### config.mk
export PLATFORM = sky130hd
export DESIGN_NAME = max1452_cfg_seq
export DESIGN_NICKNAME = d
export VERILOG_FILES = /design/src/rtl/max1452_pkg.sv /design/src/rtl/uart_tx_byte.sv /design/src/rtl/max1452_cfg_seq.sv
export SDC_FILE = /design/constraint.sdc
export NUM_CORES = 1
export LEC_CHECK = 0
export ABC_AREA = 1
export CAP_MARGIN = 20
export CORE_MARGIN = 5
export CORE_UTILIZATION = 36
export CTS_BUF_LIST = sky130_fd_sc_hd__clkbuf_16
export DETAILED_ROUTE_END_ITERATION = 6
export GPL_TIMING_DRIVEN = 0
export SYNTH_ARGS = -nofsm -noshare
export SYNTH_HDL_FRONTEND = slang
export SYNTH_SLANG_ARGS = --single-unit
### constraint.sdc
create_clock -name clk -period 3.1 [get_ports clk]
set_input_delay 0.62 -clock clk [delete_from_list [all_inputs] [get_ports clk]]
set_output_delay 0.62 -clock clk [all_outputs]
set_load 0.02 [all_outputs]
### src/rtl/max1452_pkg.sv
// max1452_pkg: shared FSM encoding and MAX1452 command bytes for the config sequencer
package max1452_pkg;
    localparam logic [1:0] ST_IDLE  = 2'd0;
    localparam logic [1:0] ST_FETCH = 2'd1;
    localparam logic [1:0] ST_SEND  = 2'd2;
    localparam logic [1:0] ST_HOLD  = 2'd3;
    localparam logic [7:0] CMD_WRITE = 8'h09;
    localparam logic [7:0] CMD_TERM  = 8'hfa;
endpackage

### src/rtl/uart_tx_byte.sv
// uart_tx_byte: 8N1 LSB-first serializer, one byte per load, tx driven from a flop
module uart_tx_byte #(
    parameter int CLK_DIV = 434
) (
    input  logic       clk,
    input  logic       rst_n,
    input  logic       load,
    input  logic       clr,
    input  logic [7:0] data,
    output logic       ready,
    output logic       tx
);
    localparam int CW = $clog2(CLK_DIV);
    logic          active;
    logic [CW-1:0] cnt;
    logic [3:0]    bit_idx;
    logic [8:0]    sh;
    logic          last_tick;
    assign last_tick = cnt == CW'(CLK_DIV - 1);
    assign ready = !active || (bit_idx == 4'd9 && last_tick);
    // bit timer reloads at every boundary; shifter carries the stop bit in sh[8]
    always_ff @(posedge clk or negedge rst_n) begin
        if (!rst_n) begin
            active  <= 1'b0;
            cnt     <= '0;
            bit_idx <= '0;
            sh      <= '1;
            tx      <= 1'b1;
        end else if (clr) begin
            active  <= 1'b0;
            cnt     <= '0;
            bit_idx <= '0;
            tx      <= 1'b1;
        end else if (load) begin
            active  <= 1'b1;
            cnt     <= '0;
            bit_idx <= '0;
            sh      <= {1'b1, data};
            tx      <= 1'b0;
        end else if (active) begin
            if (last_tick) begin
                cnt <= '0;
                if (bit_idx == 4'd9) begin
                    active  <= 1'b0;
                    bit_idx <= '0;
                    tx      <= 1'b1;
                end else begin
                    bit_idx <= bit_idx + 4'd1;
                    tx      <= sh[0];
                    sh      <= {1'b1, sh[8:1]};
                end
            end else begin
                cnt <= cnt + CW'(1);
            end
        end
    end
endmodule

### src/rtl/max1452_cfg_seq.sv
// max1452_cfg_seq: sends a table of bytes over UART while holding the MAX1452 UNLOCK pin low
module max1452_cfg_seq
    import max1452_pkg::*;
#(
    parameter int CLK_DIV     = 434,
    parameter int DEPTH       = 32,
    parameter int UNLOCK_HOLD = 16,
    parameter int AW          = $clog2(DEPTH)
) (
    input  logic          clk,
    input  logic          rst_n,
    input  logic          wr_en,
    input  logic [AW-1:0] wr_addr,
    input  logic [7:0]    wr_data,
    input  logic [AW:0]   len,
    input  logic          start,
    input  logic          abort,
    output logic          busy,
    output logic          done,
    output logic          err,
    output logic [AW:0]   byte_cnt,
    output logic          rs_tx,
    output logic          unlock
);
    localparam int HW = $clog2(UNLOCK_HOLD + 1);
    logic [1:0]    state, nxt;
    logic [7:0]    mem [DEPTH];
    logic [AW-1:0] rd_addr;
    logic [AW:0]   len_q;
    logic [HW-1:0] hold_cnt;
    logic          ready, len_ok, go, hold_last, last_byte;
    assign len_ok    = len != '0 && len <= (AW+1)'(DEPTH);
    assign go        = state == ST_IDLE && start && !abort && len_ok;
    assign hold_last = hold_cnt == HW'(UNLOCK_HOLD - 1);
    assign last_byte = byte_cnt + (AW+1)'(1) == len_q;
    // next state; abort from any busy state drops straight back to idle
    always_comb begin
        nxt = abort              ? ST_IDLE :
              state == ST_IDLE   ? (go ? ST_FETCH : ST_IDLE) :
              state == ST_FETCH  ? ST_SEND :
              state == ST_SEND   ? (ready ? (last_byte ? ST_HOLD : ST_FETCH) : ST_SEND) :
              hold_last          ? ST_IDLE : ST_HOLD;
    end
    // sequencer registers; busy/unlock derive from the next state so they are flop outputs
    always_ff @(posedge clk or negedge rst_n) begin
        if (!rst_n) begin
            state    <= ST_IDLE;
            busy     <= 1'b0;
            unlock   <= 1'b1;
            done     <= 1'b0;
            err      <= 1'b0;
            byte_cnt <= '0;
            rd_addr  <= '0;
            len_q    <= '0;
            hold_cnt <= '0;
        end else begin
            state    <= nxt;
            busy     <= nxt != ST_IDLE;
            unlock   <= nxt == ST_IDLE;
            done     <= state == ST_HOLD && hold_last && !abort;
            err      <= state == ST_IDLE && start && !abort && !len_ok;
            hold_cnt <= state == ST_HOLD ? hold_cnt + HW'(1) : '0;
            if (go) begin
                len_q    <= len;
                rd_addr  <= '0;
                byte_cnt <= '0;
            end
            if (state == ST_SEND && ready && !abort) begin
                byte_cnt <= byte_cnt + (AW+1)'(1);
                if (!last_byte)
                    rd_addr <= rd_addr + AW'(1);
            end
        end
    end
    // byte table, writable only while idle and never reset
    always_ff @(posedge clk) begin
        if (wr_en && state == ST_IDLE)
            mem[wr_addr] <= wr_data;
    end
    uart_tx_byte #(.CLK_DIV(CLK_DIV)) u_tx (
        .clk   (clk),
        .rst_n (rst_n),
        .load  (state == ST_FETCH && !abort),
        .clr   (abort),
        .data  (mem[rd_addr]),
        .ready (ready),
        .tx    (rs_tx)
    );
endmodule

Word-level counts from Yosys, hierarchy flattened
Memories as Yosys holds them, arrays and structs flattened.
Cells that the tools add are included.
{ "classes": {"add_sub_neg": 5, "n_lt_le_gt_ge": 1, "eq_ne": 8, "muxes": 39, "bitwise": 1, "reduce_logical": 27} }
{ "ops": {"columns": ["cell", "count"], "rows": [
  ["9-bit two-way mux", 8],
  ["4-bit two-way mux", 5],
  ["5-bit two-way mux", 4],
  ["2-bit two-way mux", 7],
  ["1-bit two-way mux", 13],
  ["1-bit logical AND", 12],
  ["6-bit two-way mux", 2],
  ["5-bit by 1-bit adder with 5-bit output (second input constant)", 2],
  ["9-bit by 1-bit adder with 9-bit output (second input constant)", 1],
  ["9-bit == test (second input constant)", 1],
  ["2-bit nonzero test", 4],
  ["6-bit by 1-bit adder with 6-bit output (second input constant)", 1],
  ["6-bit == test", 1],
  ["6-bit less-or-equal comparator (second input constant)", 1],
  ["3-bit nonzero test", 2],
  ["6-bit nonzero test", 1],
  ["5-bit by 4-bit == test with 1-bit output (second input constant)", 1],
  ["4-bit by 1-bit adder with 4-bit output (second input constant)", 1],
  ["2-bit == test (second input constant)", 2],
  ["4-bit == test (second input constant)", 1],
  ["2-bit zero test", 2],
  ["4-bit AND reduction", 1],
  ["1-bit zero test", 3],
  ["2-bit by 1-bit == test with 1-bit output (second input constant)", 1],
  ["4 further kinds", 4]
]} }
{ "totals": {"ff_bits": 52, "ramBits": 256, "input_bits": 24, "out_inout_bits": 11, "elab_cells": 96, "n_memories": 1} }
{ "mem_list": {"columns": ["name", "words", "width", "rd", "rd_ports_with_merged_regs", "write_ports", "line", "rtl"], "rows": [
  ["mem", 32, 8, 1, 0, 1, "max1452_cfg_seq.sv:27", "logic [7:0] mem [DEPTH];"]
]} }

Longest topological paths before layout
{ "logic_depth": {"word_depth": 9, "ltp_mapped": 16, "ltp_nobuf": 14} }

By module
Synthesis repeated with hierarchy kept, for this count alone.
{ "unflattened": {"hier_cells": 1228, "area_unflattened_um2": 13255.2} }
{ "by_module_without_submodules": {"columns": ["mod", "n_inst", "cells_each", "area_each_um2", "seq_area_each_um2"], "rows": [
  ["max1452_cfg_seq", 1, 1031, 11828.8, 8389.3],
  ["uart_tx_byte", 1, 197, 1426.4, 586.8]
]} }

Least setup slack after synthesis
No wires, ideal clock.
{ "synth_timing": {"path_type": "input -> register", "start": "input wr_en", "end": "memory mem[0][0] (enable)", "setup_time_ps": 370, "t_arrival_ps": 1452, "t_required_ps": 2730, "setup_slack_ps": 1277, "stages": 4, "path_buffers": 0, "cell_sequence": "inv_1 > nor2_1 > nand3_1 > nor2_1"} }
{ "synth_via": {"elab_chain_len": 3} }
{ "synth_rtl": {"columns": ["item", "line", "rtl"], "rows": [
  ["start: declaration", "max1452_cfg_seq.sv:12", "input logic wr_en,"],
  ["1-bit logical AND", "max1452_cfg_seq.sv:77", "if (wr_en && state == ST_IDLE)"],
  ["1-bit two-way mux", "max1452_cfg_seq.sv:77", null],
  ["1-bit two-way mux (not written as such)", "max1452_cfg_seq.sv:78", "mem[wr_addr] <= wr_data;"],
  ["end: declaration", "max1452_cfg_seq.sv:27", null]
]} }
No other way between the ends.

Worst setup path in the final report
{ "layout_timing": {"start": "input wr_en", "end": "memory mem[17][6] (enable)"} }
The elaborated chain is that of the path after synthesis.

==> metrics.md <==
| Metric | Value |
|---|---|
| Worst Hold Slack | between 30 and 40 ps |
| Diodes inserted | 0 |
| Largest net degree at the start of global routing | 36 |
| Deepest clock path buffer count | 3 |
| Sequential cell area | approximately 9000 um2 |
| Cell-internal power | approximately 7 mW |
| Router iterations before antenna repair | 6 |
| RSZ-0062 raised after global routing | true |
| Rows | 70 |
| Switching part of the total | 0.291 |
| CTS tree | built |
| Clk_lat worst skew | 530 ps |
| Status | completed |
| Post-Route Setup TNS | 0 ps |
| First-pass GRT wire length | between 50000 and 60000 um |
| Register area share after synthesis | 0.682 |
| Post-placement setup slack | -278 ps |
| Critical Path RT | about 3200 ps |
| Adder-cell share of the synthesized area | 0.00761 |
| Post-synth ARST share | 0.166 |
| Post-synth EDFFs | ~260 |
| Mux cell area share after synthesis | 0.00333 |
| Leak pwr | ~5.9 nW |
| Syn avg cell area | between 10 and 15 um2 |
| CORE AREA | 36300 um2 |
| Final Critical Period | 2950 ps |
| HPWL Detailed | 23600 um |
| Placed Cells | 1772 |
| WP data arrival | about 3000 ps |
| Vias in the first global route | roughly 9000 |
| CTS Root Cell | clkbuf_16 |
| CP endpoint kind | flip-flop |
| Die footprint | between 40000 and 50000 um2 |
| Filler Cell Count | 3512 |
| Cell with the most instances after synthesis | nand2_1 |
| Synth cell types | 36 |
| VDD IR-drop max | approximately 0.36 mV |
| IO Port Bufs | 33 |
| Area fraction of the dominant cell type after synthesis | 0.584 |
| Area Growth Syn to Fin | 15.3% |
| R2R Path End | mem[17][6] |
| Pwr/cell area | approximately 670 nW/um2 |
| Die Y | 201 um |
| Clock Power Share | 0.359 |
| Vias | a little over 9000 |
| FF+latch count, synth | just over 300 |
| Htree depth | 2 |
| Routability cong. | between 0.9 and 1 |
| YS warnings | 0 |
| Final Hold Fails | 0 |
| DRC Markers | 0 |
| Nets | approximately 1400 |
| CP max FO | 8 |
| Syn Nets | 1299 |
| Gr ovfl total | 0 |
| Fmax | 0.339 GHz |
| Final Max Tran Viols | 0 |
| Placed inst area | 14200 um2 |
| NetSw | 2.95 mW |
| Netlist Area Pre-Place | 13200 um2 |
| Total track usage | 0.171 |
| Slew @ Worst Pin | about 950 ps |
| Largest family of logic cells by synthesized area | simple AND/OR/NAND/NOR gates |
| R2R Setup Slk | 230 ps |
| Final Instance Count excl. Fillers | 1832 |
| Final setup viols | 0 |
| Simple-Gate Fraction of Synth Area | 0.213 |
| Compound-Gate Fraction of Synth Area | 0.0465 |
| Final Instance Area | approximately 15000 um2 |
| Share of cells above drive strength 1 | 0.0770 |
| Clock tree sinks | a little over 300 |
| Synth Instances | approximately 1300 |
| Largest cells by area after synthesis | edfxtp_1 (58%), nand2_1 (9.7%), dfrtp_1 (7.8%) |
| # IOs | 35 |
| Crit start category | input port |
| Most area-hungry cell type in the Yosys netlist | edfxtp_1 |
| Via-to-Cell Ratio | about 5.1 |
| Initial Utilization | 0.362 |
| Power share of the combinational group | 0.176 |
| CTS buffer count | 34 |
| Reg clk slew, reported paths | approximately 50 ps |
| Worst Setup Path Type | in -> reg |
| Gates resized, CTS repair | 0 |
| Fin util | 0.417 |
| Dominant synthesized flop cell | edfxtp_1 |
| Skew final | 20.1 ps |
| Period utilization | 0.951 |
| Max Cap Violations | 0 |
| Xor and xnor area share after synthesis | 0.00399 |
| Max_slew headroom | 0.361 |
| R2r worst-path depth | 5 |
| Setup ws final | ~150 ps |
| Multi-input logic area | approximately 3600 um2 |
| Sequential Power Share | 0.466 |
| Reg2Reg Launch Point | state[1] |
| Initial DRC count | approximately 1100 |
| Antenna violations before repair | 0 |
| Final wirelength | between 30000 and 40000 um |
| Routed Antenna Nets | 0 |
| Hold WC Path Type | in -> async |
| Design Power | 10.1 mW |
| Setup bufs post-CTS | 0 |
| Routed WL per cell | roughly 19 um |
| Post-synth top cells | nand2_1 (339), edfxtp_1 (256), nor2_1 (189) |
| DIE WIDTH | between 200 and 250 um |
==> flip-flops by register name, indices dropped and copies added, names as in the netlist <==
| signal | count |
|---|---|
| u_tx.bit_idx | 4 |
| len_q | 6 |
| hold_cnt | 5 |
| state | 2 |
| err | 1 |
| unlock | 1 |
| byte_cnt | 6 |
| mem | 256 |
| rd_addr | 5 |
| u_tx.cnt | 9 |
| u_tx.tx | 1 |
| u_tx.active | 1 |
| busy | 1 |
| done | 1 |
| u_tx.sh | 8 |
==> placed cells by master, fill, tap and decap left out, types with 3 or more instances in the layout <==
cell             count
nand2_1            339
edfxtp_1           256
nor2_1             189
nand3_1            145
inv_1               84
o21ai_0             75
dfrtp_1             41
clkbuf_16           34
buf_2               33
a21oi_1             32
clkdlybuf4s50_1     28
clkbuf_1            15
dfstp_2             10
clkinv_1             8
ha_1                 8
buf_1                6
nand4_1              5
inv_2                5
xor2_1               4
o21ai_1              4
nor3_1               4
clkinv_2             4
buf_6                3
mux2_2               3
buf_16               3
==> worst max-delay path by stage <==
stage                         from    endpoint  cells after the start
after floorplan              wr_en   mem[0][0]                      4
after global placement       wr_en  mem[16][4]                      5
after detailed placement     wr_en  mem[17][3]                      5
after CTS                    wr_en  mem[17][6]                      5
after global routing      state[0]  mem[17][6]                      5
final                        wr_en  mem[17][6]                      5
==> cell families after synthesis <==
| kind of cell | count (synthesis) |
|---|---|
| adder cells (fa/ha/maj) | 8 |
| buffers and inverters | 134 |
| XOR/XNOR | 6 |
| AND/OR/NAND/NOR | 689 |
| multiplexers | 4 |
| AO/OA/AOI/OAI | 119 |
| flip-flops | 307 |
==> worst max-delay path, cell delays in order <==
cell,delay [ps]
clkdlybuf4s50_1,460
inv_1,50
nor2_1,520
nand3_1,580
nor2_1,850
==> timing repair <==
item,CTS,global route
hold buffers,0,0
endpoints found under the hold margin,0,0
setup endpoints to repair,0,1
==> power by group through the flow <==
stage          clock network (mW)  logic (mW)  registers, mW
2_1_floorplan                   0        1.08           4.80
3_3_place_gp                    0        1.74           4.81
3_5_place_dp                    0        1.77           4.81
4_1_cts                      3.70        1.78           4.72
5_1_grt                      3.90        1.98           4.74
6_report                     3.64        1.79           4.72
==> routing by layer <==
| layer | up-vias | part of all wire | track usage |
|---|---|---|---|
| met4 | 0 | 0.028 | 0.0505 |
| met3 | 63 | 0.082 | 0.0303 |
| met5 | - | 0 | 0 |
| met2 | 382 | 0.45 | 0.264 |
| met1 | 4439 | 0.44 | 0.248 |
| li1 | 4421 | - | - |
==> cell type report <==
class,instances,share of cell area
plain buffers,54,0.0177
clock buffers,34,0.0561
clock inverters,25,0.00982
inverters,80,0.0198
multi-input cells,826,0.238
flip-flops and latches,307,0.592
well taps,468,0.0386
repair buffers,38,0.0279
No activity file was read; power rests on OpenSTA's default activity.
